`config.mk`:
```
export PLATFORM = sky130hd
export DESIGN_NAME = uart_rx_fifo
export DESIGN_NICKNAME = d
export VERILOG_FILES = /design/src/rtl/uart_rx_fifo_pkg.sv /design/src/rtl/uart_rx_fifo_sync_fifo.sv /design/src/rtl/uart_rx_fifo.sv
export SDC_FILE = /design/constraint.sdc
export NUM_CORES = 1
export LEC_CHECK = 0
export BUFFER_PORTS_ARGS = -buffer_cell sky130_fd_sc_hd__buf_2
export CAP_MARGIN = 30
export CORE_MARGIN = 2
export CORE_UTILIZATION = 51
export CTS_CLUSTER_DIAMETER = 60
export CTS_CLUSTER_SIZE = 20
export DETAILED_ROUTE_END_ITERATION = 8
export GPL_TIMING_DRIVEN = 0
export PLACE_DENSITY = 0.7
export SETUP_SLACK_MARGIN = 0.05
export SYNTH_ARGS = -nofsm -noshare
export SYNTH_HDL_FRONTEND = slang
export SYNTH_SLANG_ARGS = --single-unit
export TNS_END_PERCENT = 5
```
`constraint.sdc`:
```
create_clock -name i_clk -period 3.84 [get_ports i_clk]
set_input_delay 0 -clock i_clk [delete_from_list [all_inputs] [get_ports i_clk]]
set_output_delay 0 -clock i_clk [all_outputs]
set_load 0.005 [all_outputs]
```
`src/rtl/uart_rx_fifo_pkg.sv`:
```
// Shared types and constants for the UART receive lane.
package uart_pkg;

  typedef enum logic [1:0] {
    IDLE  = 2'd0,
    START = 2'd1,
    DATA  = 2'd2,
    STOP  = 2'd3
  } rx_state_t;

  localparam logic [7:0] LF         = 8'h0A;
  localparam int         OVERSAMPLE = 16;
  localparam int         MID_SAMPLE = 8;

endpackage

```
`src/rtl/uart_rx_fifo_sync_fifo.sv`:
```
// Show-ahead synchronous FIFO; pointers carry one extra wrap bit.
module sync_fifo #(
  parameter int DEPTH = 16,
  parameter int WIDTH = 8
) (
  input  logic             i_clk,
  input  logic             i_rst,
  input  logic             i_push,
  input  logic [WIDTH-1:0] i_data,
  input  logic             i_pop,
  output logic [WIDTH-1:0] o_data,
  output logic             o_empty,
  output logic             o_full,
  output logic             o_push_ok,
  output logic             o_pop_ok
);

  localparam int AW = $clog2(DEPTH);

  logic [AW:0]      wr_ptr;
  logic [AW:0]      rd_ptr;
  logic [WIDTH-1:0] mem [DEPTH];

  assign o_empty   = (wr_ptr == rd_ptr);
  assign o_full    = (wr_ptr[AW] != rd_ptr[AW]) && (wr_ptr[AW-1:0] == rd_ptr[AW-1:0]);
  assign o_pop_ok  = i_pop && !o_empty;
  // a pop frees the head slot in the same cycle, so a full FIFO still accepts
  assign o_push_ok = i_push && (!o_full || o_pop_ok);
  assign o_data    = mem[rd_ptr[AW-1:0]];

  // storage and pointer update
  always_ff @(posedge i_clk) begin
    if (!i_rst) begin
      wr_ptr <= '0;
      rd_ptr <= '0;
      for (int i = 0; i < DEPTH; i++) mem[i] <= '0;
    end else begin
      if (o_push_ok) begin
        mem[wr_ptr[AW-1:0]] <= i_data;
        wr_ptr              <= wr_ptr + (AW+1)'(1);
      end
      if (o_pop_ok) rd_ptr <= rd_ptr + (AW+1)'(1);
    end
  end

endmodule

```
`src/rtl/uart_rx_fifo.sv`:
```
// 16x oversampling 8N1 receiver feeding a show-ahead byte FIFO with LF tracking.
//
// state | meaning
// IDLE  | line idle, prescaler held; waiting for a synchronized falling edge
// START | counting to mid start bit; line high there means glitch
// DATA  | sampling 8 data bits LSB first, one per 16 ticks
// STOP  | sampling stop bit; push on 1, framing error on 0
module uart_rx_fifo #(
  parameter int DIV_SLOW = 325,
  parameter int DIV_FAST = 27,
  parameter int DEPTH    = 16
) (
  input  logic       i_clk,
  input  logic       i_rst,
  input  logic       i_rx,
  input  logic       i_baud,
  input  logic       i_read,
  output logic [7:0] o_D,
  output logic       o_ready,
  output logic       o_used,
  output logic       o_full,
  output logic       o_err
);

  import uart_pkg::*;

  localparam int AW = $clog2(DEPTH);
  localparam int PW = 16;
  localparam int TW = $clog2(OVERSAMPLE);

  logic            rx_s1, rx_s2, rx_prev;
  rx_state_t       state, state_nx;
  logic [PW-1:0]   presc, div_q;
  logic [TW-1:0]   tick_cnt;
  logic [2:0]      bit_idx;
  logic [7:0]      shreg;
  logic            fall, tick, mid_hit, bit_end;
  logic            push_req, frame_err, shift_en;
  logic [7:0]      head;
  logic            empty, full, push_ok, pop_ok;
  logic [AW:0]     lf_cnt;
  logic            lf_inc, lf_dec;
  logic            err_q;

  assign fall    = rx_prev && !rx_s2;
  assign tick    = (state != IDLE) && (presc == div_q - PW'(1));
  assign mid_hit = tick && (tick_cnt == TW'(MID_SAMPLE - 1));
  assign bit_end = tick && (tick_cnt == TW'(OVERSAMPLE - 1));

  // two-flop synchronizer plus previous-value flop for edge detection
  always_ff @(posedge i_clk) begin
    if (!i_rst) begin
      rx_s1   <= 1'b1;
      rx_s2   <= 1'b1;
      rx_prev <= 1'b1;
    end else begin
      rx_s1   <= i_rx;
      rx_s2   <= rx_s1;
      rx_prev <= rx_s2;
    end
  end

  // deframer state register
  always_ff @(posedge i_clk) begin
    if (!i_rst) state <= IDLE;
    else        state <= state_nx;
  end

  // deframer next-state logic
  always_comb begin
    state_nx = state;
    case (state)
      IDLE:    if (fall) state_nx = START;
      START:   if (mid_hit) state_nx = rx_s2 ? IDLE : DATA;
      DATA:    if (bit_end && (bit_idx == 3'd7)) state_nx = STOP;
      STOP:    if (bit_end) state_nx = IDLE;
      default: state_nx = IDLE;
    endcase
  end

  // deframer outputs
  always_comb begin
    push_req  = 1'b0;
    frame_err = 1'b0;
    shift_en  = 1'b0;
    case (state)
      DATA: shift_en = bit_end;
      STOP: begin
        push_req  = bit_end && rx_s2;
        frame_err = bit_end && !rx_s2;
      end
      default: ;
    endcase
  end

  // prescaler, tick/bit counters and shift register; rate frozen per frame
  always_ff @(posedge i_clk) begin
    if (!i_rst) begin
      presc    <= '0;
      div_q    <= PW'(DIV_SLOW);
      tick_cnt <= '0;
      bit_idx  <= '0;
      shreg    <= '0;
    end else if (state == IDLE) begin
      presc    <= '0;
      tick_cnt <= '0;
      bit_idx  <= '0;
      if (fall) div_q <= i_baud ? PW'(DIV_FAST) : PW'(DIV_SLOW);
    end else begin
      presc <= tick ? '0 : presc + PW'(1);
      if (tick) begin
        if (state == START && mid_hit) tick_cnt <= '0;
        else                           tick_cnt <= tick_cnt + TW'(1);
      end
      if (shift_en) begin
        shreg   <= {rx_s2, shreg[7:1]};
        bit_idx <= bit_idx + 3'd1;
      end
    end
  end

  sync_fifo #(.DEPTH(DEPTH), .WIDTH(8)) u_fifo (
    .i_clk     (i_clk),
    .i_rst     (i_rst),
    .i_push    (push_req),
    .i_data    (shreg),
    .i_pop     (i_read),
    .o_data    (head),
    .o_empty   (empty),
    .o_full    (full),
    .o_push_ok (push_ok),
    .o_pop_ok  (pop_ok)
  );

  assign lf_inc = push_ok && (shreg == LF);
  assign lf_dec = pop_ok && (head == LF);

  // count of LF bytes currently held
  always_ff @(posedge i_clk) begin
    if (!i_rst)                 lf_cnt <= '0;
    else if (lf_inc && !lf_dec) lf_cnt <= lf_cnt + (AW+1)'(1);
    else if (lf_dec && !lf_inc) lf_cnt <= lf_cnt - (AW+1)'(1);
  end

  // registered error pulse: bad stop bit or byte dropped on full
  always_ff @(posedge i_clk) begin
    if (!i_rst) err_q <= 1'b0;
    else        err_q <= frame_err || (push_req && !push_ok);
  end

  assign o_D     = head;
  assign o_ready = !empty;
  assign o_full  = full;
  assign o_used  = (lf_cnt != '0);
  assign o_err   = err_q;

endmodule
```
==> impl_metrics.json, run 1 <==
{
  "status": "completed",
  "gp_congestion": 0.857,
  "avgSynthCellArea_sq_um": 12.0,
  "antenna_cells": 0,
  "place_inst": 941,
  "p_int_w": 0.00315,
  "startpoint_type": "register",
  "synth.top_cells.by_area": "edfxtp_1 (46%), dfxtp_1 (14%), mux4_2 (9.4%)",
  "yosys_most_used_dff": "edfxtp_1",
  "portBuffers": 16,
  "fp.dieW_microns": 132,
  "synth_top_family_by_area": "simple AND/OR/NAND/NOR gates",
  "yosysTopAreaCell": "edfxtp_1",
  "antenna_found_initial": 0,
  "pwr-share-comb_pct": 3.2,
  "finalMaxSlewViolations": 0,
  "utilization_pct": 60.5,
  "drt-wirelength-per-cell_microns": 20.7,
  "syn_area_sq_um": 8410,
  "viasPerCell": 5.80,
  "cp-end-kind": "register",
  "drc_errors": 0,
  "cp.arrival_ns": 4.09,
  "rows": 46,
  "drive_gt1_share_pct": 19.8,
  "synthAdderAreaFrac_pct": 2.17,
  "fin_crit_sh_pct": 97.9,
  "power_switching_w": 0.000853,
  "vias": 5717,
  "clock_path_buffers": 2,
  "first_global_vias": 5798,
  "worstPathMaxFanout": 6,
  "coreArea_sq_um": 16000,
  "min_from": "i_read",
  "synthesis.nets": 723,
  "power.leakage_nw": 3.16,
  "p_sw_share_pct": 21.3,
  "clk_pin_slew_ns": 0.07,
  "crit_type": "reg -> reg",
  "drt-total-wl_microns": 20300,
  "die_area_sq_um": 17500,
  "multi_input_area_sq_um": 3210,
  "p_per_area_nw_per_um2": 414,
  "ant_nets": 0,
  "synth-simple-area-share_pct": 17.9,
  "holdPathEnd": "u_fifo.rd_ptr[0]",
  "grt-ovfl-total": 0,
  "yosysSeqAreaShare_pct": 59.5,
  "final_cell_mix": "nor2_1 (169), edfxtp_1 (128), nand2_1 (58)",
  "dieHeight_microns": 132,
  "cts_made_buffers": 17,
  "grt_pass1_wl_microns": 32100,
  "slew-limit-headroom_pct": 31.1,
  "start_util_pct": 52.6,
  "cts.htree.levels": 4,
  "clkPwrFrac_pct": 41.2,
  "cp_data_required_time_ns": 4.17,
  "grt_max_degree": 17,
  "synth_compound_area_share_pct": 3.12,
  "synth_seq_cells": 186,
  "setup_viol": 0,
  "hp-class": "in -> reg",
  "track_usage_pct": 24.4,
  "nets": 775,
  "synthXorXnorAreaFrac_pct": 3.02,
  "regArea_sq_um": 5010,
  "reg2reg_depth": 15,
  "cts_tree": "yes",
  "max_freq_mhz": 266,
  "area.growth.synth_to_final_pct": 15.0,
  "drv_cap": 0,
  "rsz0062_at_grt": "yes",
  "fin_crit_ns": 3.76,
  "pwr-share-seq_pct": 55.6,
  "hold_depth": 5,
  "dp_hpwl_microns": 14400,
  "clock-sinks": 186,
  "io_pins": 17,
  "yosys.area.top_type_share_pct": 45.7,
  "clock_latency_ns": 0.43,
  "finalClockSkew_ns": 0.00586,
  "drt_first_iter_violations": 736,
  "async_reset_ff_share_pct": 0,
  "synth_cells": 704,
  "synth_edf_count": 128,
  "final_common_cell": "nor2_1",
  "fillCellCount": 1278,
  "ir_worst_vdd_v": 0.000330,
  "worst_slew_pin_slew_ns": 1.03,
  "clockRootBuffer": "clkbuf_16",
  "hold_viol": 0,
  "rrSetupSlack_ns": 0.08,
  "dr.pass1.iters": 5,
  "synth_cell_types": 49,
  "worstReg2RegEnd": "lf_cnt[4]",
  "final-instance-count-excl-fill": 985,
  "synthMuxAreaShare_pct": 10.9,
  "yosysWarnings": 0
}
[worst max-delay path, stage by stage (launching register included)]
cell and delay, ns:
dfxtp_4 0.44, buf_6 0.14, buf_16 0.12, mux4_2 0.53, mux4_2 0.49, nor3_2 0.16
nand4_1 0.20, ha_4 0.28, inv_4 0.07, ha_4 0.20, nor2b_1 0.14, o21a_1 0.18
or3_1 0.32, a21oi_2 0.16, xor2_1 0.08, and2_1 0.15
[registers in the layout (all words and copies together), names as in the netlist, named ones only]
register,flops
rx_prev,1
state,1
shreg,8
rx_s1,1
o_err,1
presc,16
lf_cnt,5
bit_idx,3
div_q,2
rx_s2,1
tick_cnt,4
u_fifo.mem,128
u_fifo.wr_ptr,5
u_fifo.rd_ptr,5
[synthesized netlist by cell type (3+ instances only)]
cell	n
nor2_2	6
clkbuf_1	18
nand2b_1	4
or3_1	6
mux2i_1	13
a22oi_1	5
inv_1	17
nor3_1	7
mux4_2	35
nand2_1	58
nand4_1	10
nand3_1	26
nor2b_1	8
buf_6	6
nor2_1	169
o21ai_0	13
buf_2	14
edfxtp_1	128
and2_1	7
xnor2_1	12
a21oi_1	15
dfxtp_1	58
or4_1	3
ha_1	13
and4_1	4
xor2_1	17
and3_1	7
[power by group through the flow]
stage	sequential (W)	clock [W]	combinational (W)
final	0.00223	0.00165	0.000126
after global routing	0.00223	0.00175	0.000133
after CTS	0.00223	0.00166	0.000124
after detailed placement	0.00227	0	0.000117
after global placement	0.00227	0	0.000110
after floorplan	0.00226	0	0.0000729
[cells by family after synthesis]
family / count (synthesis)
flops: 186
simple gates: 327
fa+ha+maj: 14
mux: 48
compound gates: 42
xor+xnor: 29
buf+inv: 58
[through the flow]
stage	cell area (sq um)	setup WS [ns]	TNS (ns)	power [W]	hold slack [ns]
2_1_floorplan	8420	0.0652	0	0.00233	0.101
3_3_place_gp	8770	-0.788	-1.68	0.00238	0.184
3_5_place_dp	8810	-0.814	-1.64	0.00239	0.186
4_1_cts	9670	0.0488	0	0.00401	0.204
5_1_grt	9670	-0.0628	-0.0628	0.00411	0.242
6_report	9670	0.0808	0	0.00400	0.201
[worst max-delay path by stage]
stage,endpoint,slack [ns],startpoint
6_report,lf_cnt[4],0.08,register
4_1_cts,lf_cnt[4],0.05,register
5_1_grt,lf_cnt[4],-0.06,register
3_3_place_gp,lf_cnt[4],-0.79,register
2_1_floorplan,lf_cnt[4],0.07,register
3_5_place_dp,lf_cnt[4],-0.81,register
[routing by layer]
metal  GRT usage (%)  share of wire, %  up-vias
li1                -                 -     2607
met1            31.1                40     2795
met2            41.2                50      274
met3            6.40               8.4       41
met4            7.05               1.9        0
met5               0                 0        -
[area by class of cell]
class | count | area share (%)
clock buffer | 18 | 4.44
timing repair buffer | 34 | 2.91
clock inverter | 14 | 1.27
buffer | 40 | 2.94
inverter | 17 | 0.685
multi-input combinational | 460 | 33.2
tap | 216 | 2.79
sequential | 186 | 51.8
[what timing repair did]
| item | 4_1_cts | 5_1_grt |
|---|---|---|
| gates resized for setup | 43 | 0 |
| gates cloned | 2 | 0 |
| pin swaps | 11 | 3 |
| hold buffers | 4 | 0 |
| hold endpoints to repair | 9 | 0 |
| buffers inserted | 6 | 0 |
| endpoints found under the setup margin | 4 | 1 |
Note: power is estimated with default switching activity, not from simulation.
==> run 2, diff against run 1 <==
--- a/config.mk
+++ b/config.mk
@@ -10,10 +10,9 @@
 export CORE_MARGIN = 2
 export CORE_UTILIZATION = 51
 export CTS_CLUSTER_DIAMETER = 60
-export CTS_CLUSTER_SIZE = 20
 export DETAILED_ROUTE_END_ITERATION = 8
 export GPL_TIMING_DRIVEN = 0
-export PLACE_DENSITY = 0.7
+export PLACE_DENSITY = 0.71
 export SETUP_SLACK_MARGIN = 0.05
 export SYNTH_ARGS = -nofsm -noshare
 export SYNTH_HDL_FRONTEND = slang
==> constraint.sdc (replaced) <==
create_clock -name i_clk -period 3.67 [get_ports i_clk]
set_input_delay 0 -clock i_clk [delete_from_list [all_inputs] [get_ports i_clk]]
set_output_delay 0 -clock i_clk [all_outputs]
set_load 0.005 [all_outputs]
==> run 2 against run 1 <==
Against the previous run: the run now ends with negative setup slack left; sequential power increased by 4%; wire length increased by 2.7%; die area unchanged; core utilization increased by 0.094 points; critical path type unchanged; highest routed layer unchanged.
==> impl_metrics.json, run 2 (synthesis gave the netlist of run 1 again) <==
{
  "status": "complete, but fails checks",
  "violations": "negative setup slack",
  "rsz0062_at_grt": "yes",
  "slew-limit-headroom_pct": 25.6,
  "critPathTopFamily": "simple AND/OR/NAND/NOR gates",
  "drt-total-wl_microns": 20900,
  "worst_slew_pin_slew_ns": 1.11,
  "fin_crit_ns": 3.97,
  "clockRootBuffer": "clkbuf_16",
  "fillCellCount": 1280,
  "vias": 5777,
  "first_global_vias": 5888,
  "p_per_area_nw_per_um2": 446,
  "worstPathMaxFanout": 5,
  "final-instance-count-excl-fill": 985,
  "top_regs": "u_fifo.mem: 128 flops, presc: 16 flops, shreg: 8 flops",
  "area.growth.synth_to_final_pct": 15.2,
  "antenna_found_initial": 0,
  "cp.arrival_ns": 4.35,
  "start_util_pct": 52.6,
  "nets": 775,
  "pwr-share-comb_pct": 3.0,
  "cts_tree": "yes",
  "max_freq_mhz": 252,
  "drv_cap": 0,
  "final_common_cell": "nor2_1",
  "grt_pass1_wl_microns": 32100,
  "dr.pass1.iters": 5,
  "portBuffers": 16,
  "cpMaxStageDelayCell": "mux4_2",
  "place_inst": 939,
  "fin_crit_sh_pct": 108,
  "drive_gt1_share_pct": 20.2,
  "finalClockSkew_ns": 0.0106,
  "cts.htree.levels": 4,
  "clock_latency_ns": 0.44,
  "fin_ws_ns": -0.302,
  "hp-class": "in -> reg",
  "cts_made_buffers": 17,
  "fin_setup_tns_ns": -0.428,
  "drc_errors": 0,
  "gp_congestion": 0.922,
  "power_switching_w": 0.000943,
  "drt_first_iter_violations": 564,
  "cp-end-kind": "register",
  "antenna_cells": 0,
  "clock-sinks": 186,
  "power.leakage_nw": 3.18,
  "largest_reg_flops": 128,
  "ir_worst_vdd_v": 0.000355,
  "hold_viol": 0,
  "coreArea_sq_um": 16000,
  "dieHeight_microns": 132,
  "grt_max_degree": 18,
  "clkPwrFrac_pct": 43.0,
  "final_cell_mix": "nor2_1 (169), edfxtp_1 (128), nand2_1 (58)",
  "clock_path_buffers": 2,
  "drt-wirelength-per-cell_microns": 21.2,
  "regArea_sq_um": 5010,
  "p_int_w": 0.00337,
  "dp_hpwl_microns": 14400,
  "ant_nets": 0,
  "max_flop_register": "u_fifo.mem",
  "setup_viol": 2,
  "startpoint_type": "register",
  "path_cells": "buf_8 > buf_12 > buf_12 > mux4_2 > mux4_2 > nor3_4 > nand4_1 > ha_2 > inv_2 > ha_4 > nor2b_4 > o21a_1 > or3_1 > a21oi_2 > xor2_1 > and2_1",
  "crit_path_max_incr_delay_ns": 0.52,
  "pwr-share-seq_pct": 54.0,
  "grt-ovfl-total": 0,
  "crit_type": "reg -> reg",
  "rows": 46,
  "cp_data_required_time_ns": 4.05,
  "clk_pin_slew_ns": 0.07,
  "holdWs_ns": 0.223,
  "viasPerCell": 5.86,
  "track_usage_pct": 24.8,
  "critPathBufInv": 4,
  "finalMaxSlewViolations": 0,
  "p_sw_share_pct": 21.9,
  "utilization_pct": 60.6,
  "io_pins": 17,
  "die_area_sq_um": 17500,
  "multi_input_area_sq_um": 3210,
  "fp.dieW_microns": 132
}
## run 2: cell types whose count changed in the layout (fill, tap and decap cells not counted), sizes merged
cell,previous run,this run
clkinvlp,1,4
clkbuf,35,34
bufinv,1,2
clkinv,8,3
inv,21,23
## run 2: worst paths after layout
| check | from | endpoint | slack, ns | cells past startpoint |
|---|---|---|---|---|
| hold reg to reg | rx_s1 | rx_s2 | 0.41 | 1 |
| hold / removal | i_read | o_err | 0.22 | 4 |
| setup reg to reg | register | lf_cnt[4] | -0.30 | 16 |
| setup / recovery | register | lf_cnt[4] | -0.30 | 16 |
## run 2: repair_timing
action                                  4_1_cts  5_1_grt
setup buffers                                 6        3
hold buffers                                  4        0
gates cloned                                  1        0
pin swaps                                     6        6
resized for setup                            25       10
hold endpoints to repair                      7        0
endpoints found under the setup margin        5        5
## run 2: worst register-to-register path, stage by stage, from the launching register on
cell	delay (ns)
dfxtp_2	0.34
buf_8	0.14
buf_12	0.12
buf_12	0.12
mux4_2	0.52
mux4_2	0.52
nor3_4	0.21
nand4_1	0.26
ha_2	0.33
inv_2	0.08
ha_4	0.21
nor2b_4	0.13
o21a_1	0.17
or3_1	0.33
a21oi_2	0.14
xor2_1	0.17
and2_1	0.14
## run 2: layout make-up
cell class | count | area share [%]
timing repair buffer | 33 | 2.62
tap | 216 | 2.79
clock inverter | 15 | 1.69
clock buffer | 17 | 4.39
multi-input combinational | 460 | 33.2
buffer | 41 | 3.02
sequential | 186 | 51.7
inverter | 17 | 0.659
## run 2: per-stage QoR
stage,setup WS (ns),total power (W),instance area (sq um)
2_1_floorplan,0.0606,0.00244,8450
5_1_grt,-0.474,0.00441,9690
4_1_cts,-0.294,0.00431,9630
3_3_place_gp,-0.638,0.00249,8800
6_report,-0.302,0.00432,9690
3_5_place_dp,-0.759,0.00250,8820
## run 2: power by group through the flow
stage | registers, W | logic, W | clock network [W]
after detailed placement | 0.00238 | 0.000121 | 0
final | 0.00233 | 0.000130 | 0.00186
after floorplan | 0.00237 | 0.0000763 | 0
after global routing | 0.00234 | 0.000138 | 0.00194
after global placement | 0.00237 | 0.000115 | 0
after CTS | 0.00233 | 0.000127 | 0.00185
## run 2: per-layer routing
| layer | GRT usage, % | wire length [microns] |
|---|---|---|
| met3 | 5.52 | 1830 |
| met1 | 31.2 | 8020 |
| met4 | 12.8 | 767 |
| met5 | 0 | 0 |
| met2 | 40.7 | 10300 |
==> run 3, diff against run 2 <==
--- a/config.mk
+++ b/config.mk
@@ -5,6 +5,7 @@
 export SDC_FILE = /design/constraint.sdc
 export NUM_CORES = 1
 export LEC_CHECK = 0
+export ABC_CLOCK_PERIOD_IN_PS = 3670
 export BUFFER_PORTS_ARGS = -buffer_cell sky130_fd_sc_hd__buf_2
 export CAP_MARGIN = 30
 export CORE_MARGIN = 2
==> constraint.sdc (replaced) <==
create_clock -name i_clk -period 3.67 [get_ports i_clk]
set_input_delay 0.1835 -clock i_clk [delete_from_list [all_inputs] [get_ports i_clk]]
set_output_delay 0.1835 -clock i_clk [all_outputs]
set_load 0.005 [all_outputs]
==> run 3 against run 2 <==
Against the previous run: the flow still finishes with violations (negative setup slack); wire length about the same; combinational power about the same; non-clock buffer count down 3; global-route usage down 0.050 points; power about the same; cell count down 0.30%; core utilization down 0.19 points; critical path depth unchanged; count of clock-buffer cells in the layout unchanged; sequential power about the same.
==> impl_metrics.json, run 3 (synthesis gave the netlist of run 1 again) <==
{
  "io_pins": 17,
  "drv_cap": 0,
  "top_regs": "u_fifo.mem: 128 flops, presc: 16 flops, shreg: 8 flops",
  "final_common_cell": "nor2_1",
  "clk_pin_slew_ns": 0.07,
  "rows": 46,
  "coreArea_sq_um": 16000,
  "ir_worst_vdd_v": 0.000360,
  "final_cell_mix": "nor2_1 (169), edfxtp_1 (128), nand2_1 (58)",
  "start_util_pct": 52.6,
  "drive_gt1_share_pct": 20.2,
  "cp.arrival_ns": 4.38,
  "fin_setup_tns_ns": -0.489,
  "critPathTopFamily": "simple AND/OR/NAND/NOR gates",
  "setup_viol": 2,
  "power.leakage_nw": 3.17,
  "drt_first_iter_violations": 523,
  "p_per_area_nw_per_um2": 447,
  "area.growth.synth_to_final_pct": 14.8,
  "slew-limit-headroom_pct": 26.6,
  "cts_tree": "yes",
  "clockRootBuffer": "clkbuf_16",
  "clock_latency_ns": 0.45,
  "cpMaxStageDelayCell": "mux4_2",
  "rsz0062_at_grt": "yes",
  "antenna_cells": 0,
  "power_switching_w": 0.000944,
  "clock_path_buffers": 2,
  "cp_data_required_time_ns": 4.05,
  "finalClockSkew_ns": 0.0115,
  "fin_crit_sh_pct": 109,
  "worstPathMaxFanout": 5,
  "crit_path_max_incr_delay_ns": 0.52,
  "grt_pass1_wl_microns": 32000,
  "power.total_w": 0.00431,
  "hp-class": "in -> reg",
  "max_flop_register": "u_fifo.mem",
  "grt-ovfl-total": 0,
  "dp_hpwl_microns": 14400,
  "placed_area_sq_um": 8820,
  "startpoint_type": "register",
  "die_area_sq_um": 17500,
  "status": "complete, but fails checks",
  "clock-sinks": 186,
  "dieHeight_microns": 132,
  "pwr-share-comb_pct": 3.0,
  "violations": "negative setup slack",
  "drt-total-wl_microns": 20900,
  "nets": 772,
  "drc_errors": 0,
  "finalMaxSlewViolations": 0,
  "cts_made_buffers": 17,
  "holdWs_ns": 0.0769,
  "viasPerCell": 5.86,
  "hold_viol": 0,
  "track_usage_pct": 24.8,
  "clkPwrFrac_pct": 43.0,
  "fin_crit_ns": 4.00,
  "path_cells": "buf_8 > buf_12 > buf_12 > mux4_2 > mux4_2 > nor3_4 > nand4_1 > ha_2 > inv_2 > ha_4 > nor2b_4 > o21a_1 > or3_1 > a21oi_2 > xor2_1 > and2_1",
  "cts.htree.levels": 4,
  "final_area_sq_um": 9660,
  "vias": 5757,
  "crit_type": "reg -> reg",
  "ant_nets": 0,
  "cp-end-kind": "register",
  "antenna_found_initial": 0,
  "critPathBufInv": 4,
  "dr.pass1.iters": 5,
  "grt_max_degree": 18,
  "p_sw_share_pct": 21.9,
  "fp.dieW_microns": 132,
  "portBuffers": 16,
  "gp_congestion": 0.922,
  "fin_ws_ns": -0.332,
  "drt-wirelength-per-cell_microns": 21.3,
  "p_int_w": 0.00337,
  "pwr-share-seq_pct": 54.0,
  "max_freq_mhz": 250,
  "first_global_vias": 5855,
  "largest_reg_flops": 128,
  "worst_slew_pin_slew_ns": 1.09
}
-- run 3: cell count changes in the layout (fill, tap and decap cells not counted), sizes merged --
cell	before	now
dlygate4sd3	4	1
-- run 3: through the flow --
step                      worst slack, ns  utilization, %  instances
after detailed placement           -0.759            55.1        939
after CTS                          -0.294            60.0        979
after floorplan                    0.0606               -        704
after global routing               -0.474            60.4        982
final                              -0.332            60.4        982
after global placement             -0.638            55.0        936
-- run 3: layout make-up --
cell class                      instances  area, sq um
Inverter                               17         63.8
Timing Repair Buffer                   30          224
Fill cell                            1283         6340
Clock buffer                           17          425
Multi-Input combinational cell        460         3210
Buffer                                 41          293
Sequential cell                       186         5010
Tap cell                              216          270
Clock inverter                         15          164
-- run 3: path summary, 6_finish.rpt --
check,depth (start not counted),to,start,slack [ns]
worst max-delay path,16,lf_cnt[4],register,-0.33
worst min-delay path,3,div_q[4],i_baud,0.08
worst max register to register,16,lf_cnt[4],register,-0.33
worst min register to register,1,rx_s2,rx_s1,0.41
-- run 3: worst reg2reg max path, delay by kind of cell (launching register included) --
family,cells,cell delay (ns)
AOI/OAI and AO/OA,2,0.31
xor gates and xnor gates,1,0.17
adders and majority gates,2,0.55
buffers and inverters,4,0.46
DFF,1,0.34
muxes,2,1.04
and+or+nand+nor,5,1.09
-- run 3: power groups by stage --
stage	Combinational, W	Clock [W]	Sequential (W)
final	0.000128	0.00186	0.00233
after global routing	0.000135	0.00194	0.00234
after CTS	0.000125	0.00185	0.00233
after detailed placement	0.000121	0	0.00238
after global placement	0.000115	0	0.00237
after floorplan	0.0000763	0	0.00237
-- run 3: what timing repair did --
item / in CTS / in global routing
gates cloned: 1 / 0
resized for setup: 25 / 10
hold buffers: 1 / 0
setup buffers: 6 / 3
setup endpoints to repair: 5 / 5
pin swaps: 6 / 6
hold endpoints to repair: 1 / 0
-- run 3: routing by layer --
metal / global-route usage (%) / part of all wire (%) / routed length, microns
met2: 40.5 / 49 / 10200
met3: 5.52 / 8.8 / 1850
met5: 0 / 0 / 0
met1: 31.1 / 38 / 7910
met4: 12.8 / 4.4 / 914
